--- config.mk ---
export PLATFORM = sky130hd
export DESIGN_NAME = pause_detect_unit
export DESIGN_NICKNAME = d
export VERILOG_FILES = /design/src/rtl/pause_detect_unit_pkg.sv /design/src/rtl/pause_slot_cmp.sv /design/src/rtl/pause_detect_unit.sv
export SDC_FILE = /design/constraint.sdc
export NUM_CORES = 1
export LEC_CHECK = 0
export BUFFER_PORTS_ARGS = -buffer_cell sky130_fd_sc_hd__buf_4
export CAP_MARGIN = 10
export CORE_MARGIN = 3
export CORE_UTILIZATION = 45
export DETAILED_ROUTE_END_ITERATION = 12
export PLACE_DENSITY = 0.71
export REMOVE_ABC_BUFFERS = 1
export SETUP_SLACK_MARGIN = 0.05
export SLEW_MARGIN = 20
export SYNTH_ARGS = -nofsm -noshare
export SYNTH_HDL_FRONTEND = slang
export SYNTH_SLANG_ARGS = --single-unit
--- constraint.sdc ---
create_clock -name clk -period 5.1 [get_ports clk]
set_input_delay 0.765 -clock clk [delete_from_list [all_inputs] [get_ports clk]]
set_output_delay 0.765 -clock clk [all_outputs]
set_load 0.03 [all_outputs]
--- src/rtl/pause_detect_unit_pkg.sv ---
// Shared constants for the ID-stage hazard scoreboard: pause codes,
// opcode values, the slot entry type and the rt-as-source mask helper.
package pause_detect_unit_pkg;

    localparam int          PAUSE_LENGTH = 2;
    localparam logic [1:0]  PAUSE_NO     = 2'b00;
    localparam logic [1:0]  PAUSE_RS     = 2'b01;
    localparam logic [1:0]  PAUSE_RT     = 2'b10;
    localparam logic [1:0]  PAUSE_BOTH   = 2'b11;

    localparam logic [5:0]  OP_SPECIAL   = 6'h00;
    localparam logic [5:0]  OP_BEQ       = 6'h04;
    localparam logic [5:0]  OP_BNE       = 6'h05;
    localparam logic [5:0]  OP_SW        = 6'h2B;

    // One in-flight writer: destination register plus a valid flag.
    typedef struct packed {
        logic       valid;
        logic [4:0] wreg;
    } slot_t;

    // rt is a true source only for R-type, the two-register branches and
    // stores; every other opcode uses rt as a destination or branch code.
    function automatic logic rt_is_source(input logic [5:0] opcode);
        return (opcode == OP_SPECIAL) || (opcode == OP_BEQ) ||
               (opcode == OP_BNE)     || (opcode == OP_SW);
    endfunction

endpackage

--- src/rtl/pause_slot_cmp.sv ---
// Compares one source register against every compared scoreboard slot;
// hit is the OR over all valid slots holding that register (never $0).
module pause_slot_cmp
    import pause_detect_unit_pkg::*;
#(
    parameter int N = 2
) (
    input  logic [4:0]      src,
    input  slot_t [N-1:0]   slots,
    output logic            hit
);

    // OR-reduce matches across slots; duplicates need no special handling.
    always_comb begin
        // NOTE: assign a default before the loop so no path leaves hit
        // unassigned, which would otherwise infer a latch.
        hit = 1'b0;
        for (int i = 0; i < N; i++) begin
            if (slots[i].valid && (slots[i].wreg == src) && (src != 5'd0)) begin
                hit = 1'b1;
            end
        end
    end

endmodule

--- src/rtl/pause_detect_unit.sv ---
// ID-stage data-hazard scoreboard. Tracks destinations of in-flight
// writers (slot 0 = EX) and reports which source field of the instruction
// in ID depends on a write that has not yet retired. No forwarding exists,
// so any hit stalls ID until the writer leaves the compare window.
module pause_detect_unit
    import pause_detect_unit_pkg::*;
#(
    parameter int DEPTH     = 3,
    parameter int WB_BYPASS = 1
) (
    input  logic        clk,
    input  logic        rst_n,
    input  logic        hold,
    input  logic        id_valid,
    input  logic [5:0]  id_opcode,
    input  logic [4:0]  id_rs,
    input  logic [4:0]  id_rt,
    input  logic [4:0]  id_rt_code,
    input  logic        id_pause,
    input  logic        id_regwe,
    input  logic [4:0]  id_wreg,
    output logic [1:0]  pause_code,
    output logic [31:0] stall_cnt
);

    // With the write-first regfile the WB slot is already visible to ID.
    localparam int CMP_N = (WB_BYPASS != 0) ? DEPTH - 1 : DEPTH;

    slot_t [DEPTH-1:0] slots;
    slot_t             push;
    logic              rs_hit;
    logic              rt_cmp_hit;
    logic              rt_hit;

    // A stalled, invalid or non-writing instruction enters as a bubble;
    // writes to $0 are dropped since they can never create a hazard.
    assign push.valid = id_valid & ~id_pause & id_regwe & (id_wreg != 5'd0);
    assign push.wreg  = id_wreg;

    // Shift the scoreboard one stage per unfrozen cycle; hold wins over push.
    always_ff @(posedge clk or negedge rst_n) begin
        // NOTE: every slot is reset, not just the valid bits, so a stale
        // wreg can never be observed and the array stays a plain register.
        if (!rst_n) begin
            slots <= '0;
        end else if (!hold) begin
            // NOTE: non-blocking assignments make each stage take the old
            // value of its predecessor, giving a true shift register.
            slots[0] <= push;
            for (int i = 1; i < DEPTH; i++) begin
                slots[i] <= slots[i-1];
            end
        end
    end

    // Saturating count of cycles the decoder actually spends stalled.
    always_ff @(posedge clk or negedge rst_n) begin
        if (!rst_n) begin
            stall_cnt <= '0;
        end else if (!hold && id_pause && (stall_cnt != 32'hFFFF_FFFF)) begin
            stall_cnt <= stall_cnt + 32'd1;
        end
    end

    pause_slot_cmp #(.N(CMP_N)) u_rs_cmp (
        .src   (id_rs),
        .slots (slots[CMP_N-1:0]),
        .hit   (rs_hit)
    );

    pause_slot_cmp #(.N(CMP_N)) u_rt_cmp (
        .src   (id_rt),
        .slots (slots[CMP_N-1:0]),
        .hit   (rt_cmp_hit)
    );

    assign rt_hit = rt_cmp_hit & rt_is_source(id_opcode);

    // Purely from registered slots and ID fields; id_pause never feeds back.
    assign pause_code = id_valid ? {rt_hit, rs_hit} : PAUSE_NO;

    // id_rt_code mirrors id_rt and exists only for decoder port parity; the
    // oldest slot only matters for compares when WB bypass is disabled.
    logic unused_ok;
    assign unused_ok = ^{id_rt_code, slots[DEPTH-1]};

endmodule

# [Word-level counts from Yosys, hierarchy flattened]
# Cells that the tools add are included.
[classes] n_reduce_logical=18 muxes=5 eq_ne=8 add_sub_neg=1 n_bitwise=5
[ops] operator="adder 32 x 1 -> 32 bit (second input constant)" n=1
[ops] operator="!= test 32 bit (second input constant)" n=1
[ops] operator="equality test 5 bit" n=4
[ops] operator="nonzero test 5 bit" n=3
[ops] operator="equality test 6 x 3 -> 1 bit (second input constant)" n=2
[ops] operator="logical AND 1 bit" n=10
[ops] operator="equality test 6 bit (second input constant)" n=1
[ops] operator="logical NOT 6 bit" n=1
[ops] operator="AND 1 bit" n=4
[ops] operator="2-to-1 mux 1 bit" n=4
[ops] operator="logical OR 1 bit" n=3
[ops] operator="2-to-1 mux 2 bit" n=1
[ops] operator="logical NOT 1 bit" n=1
[ops] operator="inverter 1 bit" n=1
[word_totals] out_inout_bits=34 input_bits=32 register_bits=44

# [Logic depth before layout (Yosys ltp)]
[depth] ltp_word=7 mapped_depth=7

# [Cells and area by module]
# A second synthesis with hierarchy kept.
[hier_totals] hier_cells=217 area_unflattened_um2=2304.7
[modules_own_cells] mod="pause_detect_unit" instances=1 cells_per_inst=183 area_per_inst_um2=2039.5
[modules_own_cells] mod="pause_slot_cmp" instances=2 cells_per_inst=17 area_per_inst_um2=132.6

# [Worst setup path after synthesis]
# OpenSTA, ideal clock, no wires.
[synth_path] path_type="in2out" startpoint="input port id_rs[0]" endpoint="output port pause_code[0]" stages=4 t_required_ns=4.335 path_slack_ns=2.558 t_arrival_ns=1.777 path_cell_list="xor2_1 -> nor4_1 -> nand3_1 -> a21oi_1"
[synth_between] elab_chain_cells=6 word_cells_on_any_way=10 cone_classes="eq/ne: 2; mux: 3; reduce/logical: 5"
[synth_lines] item="start: declaration" line="pause_detect_unit.sv:16" rtl="input logic [4:0] id_rs,"
[synth_lines] item="equality test 5 bit" line="pause_slot_cmp.sv:19" rtl="if (slots[i].valid && (slots[i].wreg == src) && (src != 5'd0)) begin"
[synth_lines] item="logical AND 1 bit (2 in a row)" line="pause_slot_cmp.sv:19"
[synth_lines] item="2-to-1 mux 1 bit" line="pause_slot_cmp.sv:19"
[synth_lines] item="2-to-1 mux 1 bit *" line="pause_slot_cmp.sv:19"
[synth_lines] item="2-to-1 mux 2 bit *" line="pause_detect_unit.sv:80" rtl="assign pause_code = id_valid ? {rt_hit, rs_hit} : PAUSE_NO;"
[synth_lines] item="end: declaration" line="pause_detect_unit.sv:22" rtl="output logic [1:0] pause_code,"
# Every way passes the cells marked *; elsewhere a longest branch is shown, timed or not.

# [Worst setup path in the final report]
[layout_path] startpoint="register stall_cnt[2]" endpoint="register stall_cnt[1]"
[layout_between] elab_chain_cells=2
[layout_lines] item="start: declaration" line="pause_detect_unit.sv:23" rtl="output logic [31:0] stall_cnt"
[layout_lines] item="start signal: assignment" line="pause_detect_unit.sv:61" rtl="stall_cnt <= stall_cnt + 32'd1;"
[layout_lines] item="!= test 32 bit" line="pause_detect_unit.sv:60" rtl="end else if (!hold && id_pause && (stall_cnt != 32'hFFFF_FFFF)) begin"
[layout_lines] item="logical AND 1 bit" line="pause_detect_unit.sv:60"
# Every way passes these cells.
# A chain may end at the register's enable or synchronous reset.

==> metrics.md <==
| Metric | Value |
|---|---|
| Die height | 77.9 um |
| Worst path depth | 5 |
| Xor/xnor cell area share of the yosys netlist | 0.192 |
| Worst-margin pin slew | 0.657 ns |
| Netlist cell types | 34 |
| Antenna-violating nets left | 0 |
| Later-pin clock latency in the skew report | 0.29 ns |
| Max_cap viols | 0 |
| Crit path DAT | 2.84 ns |
| Worst path bufs/invs | 0 |
| First-pass DRT Iterations | 4 |
| Mapped Area | 0.00232 mm2 |
| H-tree depth | 2 |
| CP top delay family | simple AND/OR/NAND/NOR gates |
| Power Dens Cells | 280 mW/mm2 |
| Share of cells above drive strength 1 | 0.299 |
| Crit Path Category | reg -> reg |
| Core Box Area | 0.00485 mm2 |
| First-pass GRT wire length | 8630 um |
| Storage element area | 0.00110 mm2 |
| Leakage Power | 0.00136 uW |
| Row count | 25 |
| Fin crit period | 2.66 ns |
| RSZ-0062 raised after global routing | false |
| Final Wtd Congestion | 0.849 |
| Peak VDD IR | 209 uV |
| Worst path required time | 5.28 ns |
| Setup bufs post-CTS | 0 |
| Post-synth top area cell | dfrtp_1 |
| Main combinational cell family by area after synthesis | simple AND/OR/NAND/NOR gates |
| Die W | 77.9 um |
| Top-count cell post-synth | dfrtp_1 |
| Clock Skew | 0.00426 ns |
| Crit share post-route | 0.523 |
| Adder-Cell Fraction of Synth Area | 0.00539 |
| R2R depth | 5 |
| Outcome | completed |
| I/O Buffers | 60 |
| CTS resizes | 0 |
| Residual DRC | 0 |
| Area share of the largest cell type after synthesis | 0.474 |
| Final Cell Area | 0.00290 mm2 |
| Final Setup Violations | 0 |
| Initial antenna violation count | 0 |
| Max-slew violations | 0 |
| Ranking of synthesized cells by area | dfrtp_1, xor2_1, xnor2_1, mux2_2, nand4_1 |
| CTS Buffer Depth | 2 |
| Top Ports | 66 |
| Total global routing overflow | 0 |
| CP endpoint kind | flop |
| CP Launch Type | flop |
| Reg-to-reg critical path startpoint | stall_cnt[2] |
| Mux share of post-synthesis cell area | 0.0582 |
| Register area share after synthesis | 0.474 |
| Vias | 1822 |
| Yosys warns | 0 |
| Leading register cell type out of synthesis | dfrtp_1 |
| Layout area overhead | 24.9% |
| Multi-input gate area | 0.00118 mm2 |
| Slowest stage delay, CP | 0.61 ns |
| Final Hold Vio Count | 0 |
| Cells after Synth | 209 |
| Hold slack | 0.455 ns |
| Compound-gate portion of the synthesized area | 0.0275 |
| Total CTS buffers | 5 |
| Cts hold-fix bufs | 0 |
| Hold Path Class | in -> async |
| Critical path peak fanout | 18 |
| Max_slew headroom | 0.561 |
| Largest net degree at the start of global routing | 45 |
| Filler Cells Inserted | 412 |
| DP Area | 0.00282 mm2 |
| Number of flops mapped to enable cells by yosys | 0 |
| Clk sinks | 44 |
| DP HPWL | 3790 um |
| DIE AREA | 0.00606 mm2 |
| CP max stage cell | nand3_1 |
| Critical R2R Capture | stall_cnt[1] |
| Wirelength per Cell | 15.2 um |
| Crit-path cells | nand4_1, nor4_1, nand3_1, and3b_1, mux2_1 |
| 1st-iter DRT viols | 61 |
| #FFs+latches synth | 44 |
| Vias in the first global route | 1808 |
| Total track usage | 0.182 |
| Fmax | 0.375 GHz |
| Fraction of registers with async set/reset | 1.00 |
| Clock slew at reported path FFs | 0.08 ns |
| Final #Nets | 304 |
| Setup TNS Final | 0 ns |
| Diode count | 0 |
| Via-per-instance ratio | 5.39 |
| Mapped Avg Cell Area | 11.1 um2 |
| Reg-to-reg setup timing slack | 2.44 ns |
| Synth top cells by count | dfrtp_1, xor2_1, xnor2_1, nand4_1, nand3_1 |
| CTS tree | built |
| Initial Util | 0.479 |
| Simple-Gate Fraction of Synth Area | 0.223 |
| Root buffer cell | clkbuf_8 |
| Overall routed net length | 5150 um |
-- cell families (layout without fill, tap and decap cells) --
family	after synthesis	in the layout
fa+ha+maj	1	1
buf+inv	8	70
flops	44	44
mux	12	12
compound gates	9	9
xor+xnor	51	51
simple gates	84	84
-- sequential cells by signal, indices dropped and copies added, names as in the netlist --
name,cells
stall_cnt,32
slots,12
-- final cells by class --
type                    instances  share of cell area
inverters                       3             0.00388
clock inverters                 1             0.00172
repair buffers                 60               0.155
well taps                      67              0.0289
flip-flops and latches         44               0.379
multi-input cells             157               0.406
clock buffers                   6              0.0250
-- cell usage in the layout, fill, tap and decap left out, types with 2 or more instances in the layout --
cell / synthesis / layout
nor2_1: 4 / 4
nand3_1: 15 / 15
nor4_1: 7 / 7
nor3b_1: 4 / 4
o41ai_1: 2 / 2
nor3_1: 2 / 2
a21oi_1: 3 / 3
clkbuf_8: 0 / 5
and3_1: 7 / 7
and3b_1: 2 / 2
inv_1: 3 / 3
and4_1: 3 / 3
buf_4: 0 / 60
nand2_1: 12 / 12
nand4_1: 16 / 16
xor2_1: 28 / 28
dfrtp_1: 44 / 44
mux2_2: 11 / 11
or3_1: 2 / 2
xnor2_1: 23 / 23
or4_1: 3 / 3
-- stage by stage --
stage | util | std cells | worst slack, ns | power, uW
after global placement | 0.582 | 331 | 2.39 | 611
after detailed placement | 0.582 | 331 | 2.41 | 616
after CTS | 0.598 | 338 | 2.44 | 822
after global routing | 0.598 | 338 | 2.24 | 859
after floorplan | - | 204 | 2.56 | 529
final | 0.598 | 338 | 2.44 | 811
-- worst reg2reg max path: cells and delay by family (launching register included) --
family / cells / cell delay [ns]
mux: 1 / 0.31
simple gates: 4 / 1.80
flops: 1 / 0.45
-- layer usage --
metal / wire (um) / vias to the layer above / GRT usage
li1: - / 877 / -
met5: 0 / - / 0
met1: 2410 / 889 / 0.239
met4: 70 / 0 / 0.0694
met3: 310 / 5 / 0.0487
met2: 2360 / 51 / 0.286
-- report_power, final --
part | internal [uW] | switching (uW)
clock | 93.2 | 111
sequential | 381 | 42.2
combinational | 83.1 | 100
-- how the worst max path moves through the flow --
| stage | from | to | slack [ns] |
|---|---|---|---|
| 2_1_floorplan | id_rs[0] | pause_code[0] | 2.56 |
| 3_3_place_gp | hold | stall_cnt[30] | 2.39 |
| 3_5_place_dp | hold | stall_cnt[30] | 2.41 |
| 4_1_cts | stall_cnt[2] | stall_cnt[1] | 2.44 |
| 5_1_grt | stall_cnt[2] | stall_cnt[1] | 2.24 |
| 6_report | stall_cnt[2] | stall_cnt[1] | 2.44 |
(Power assumes the default switching activity.)
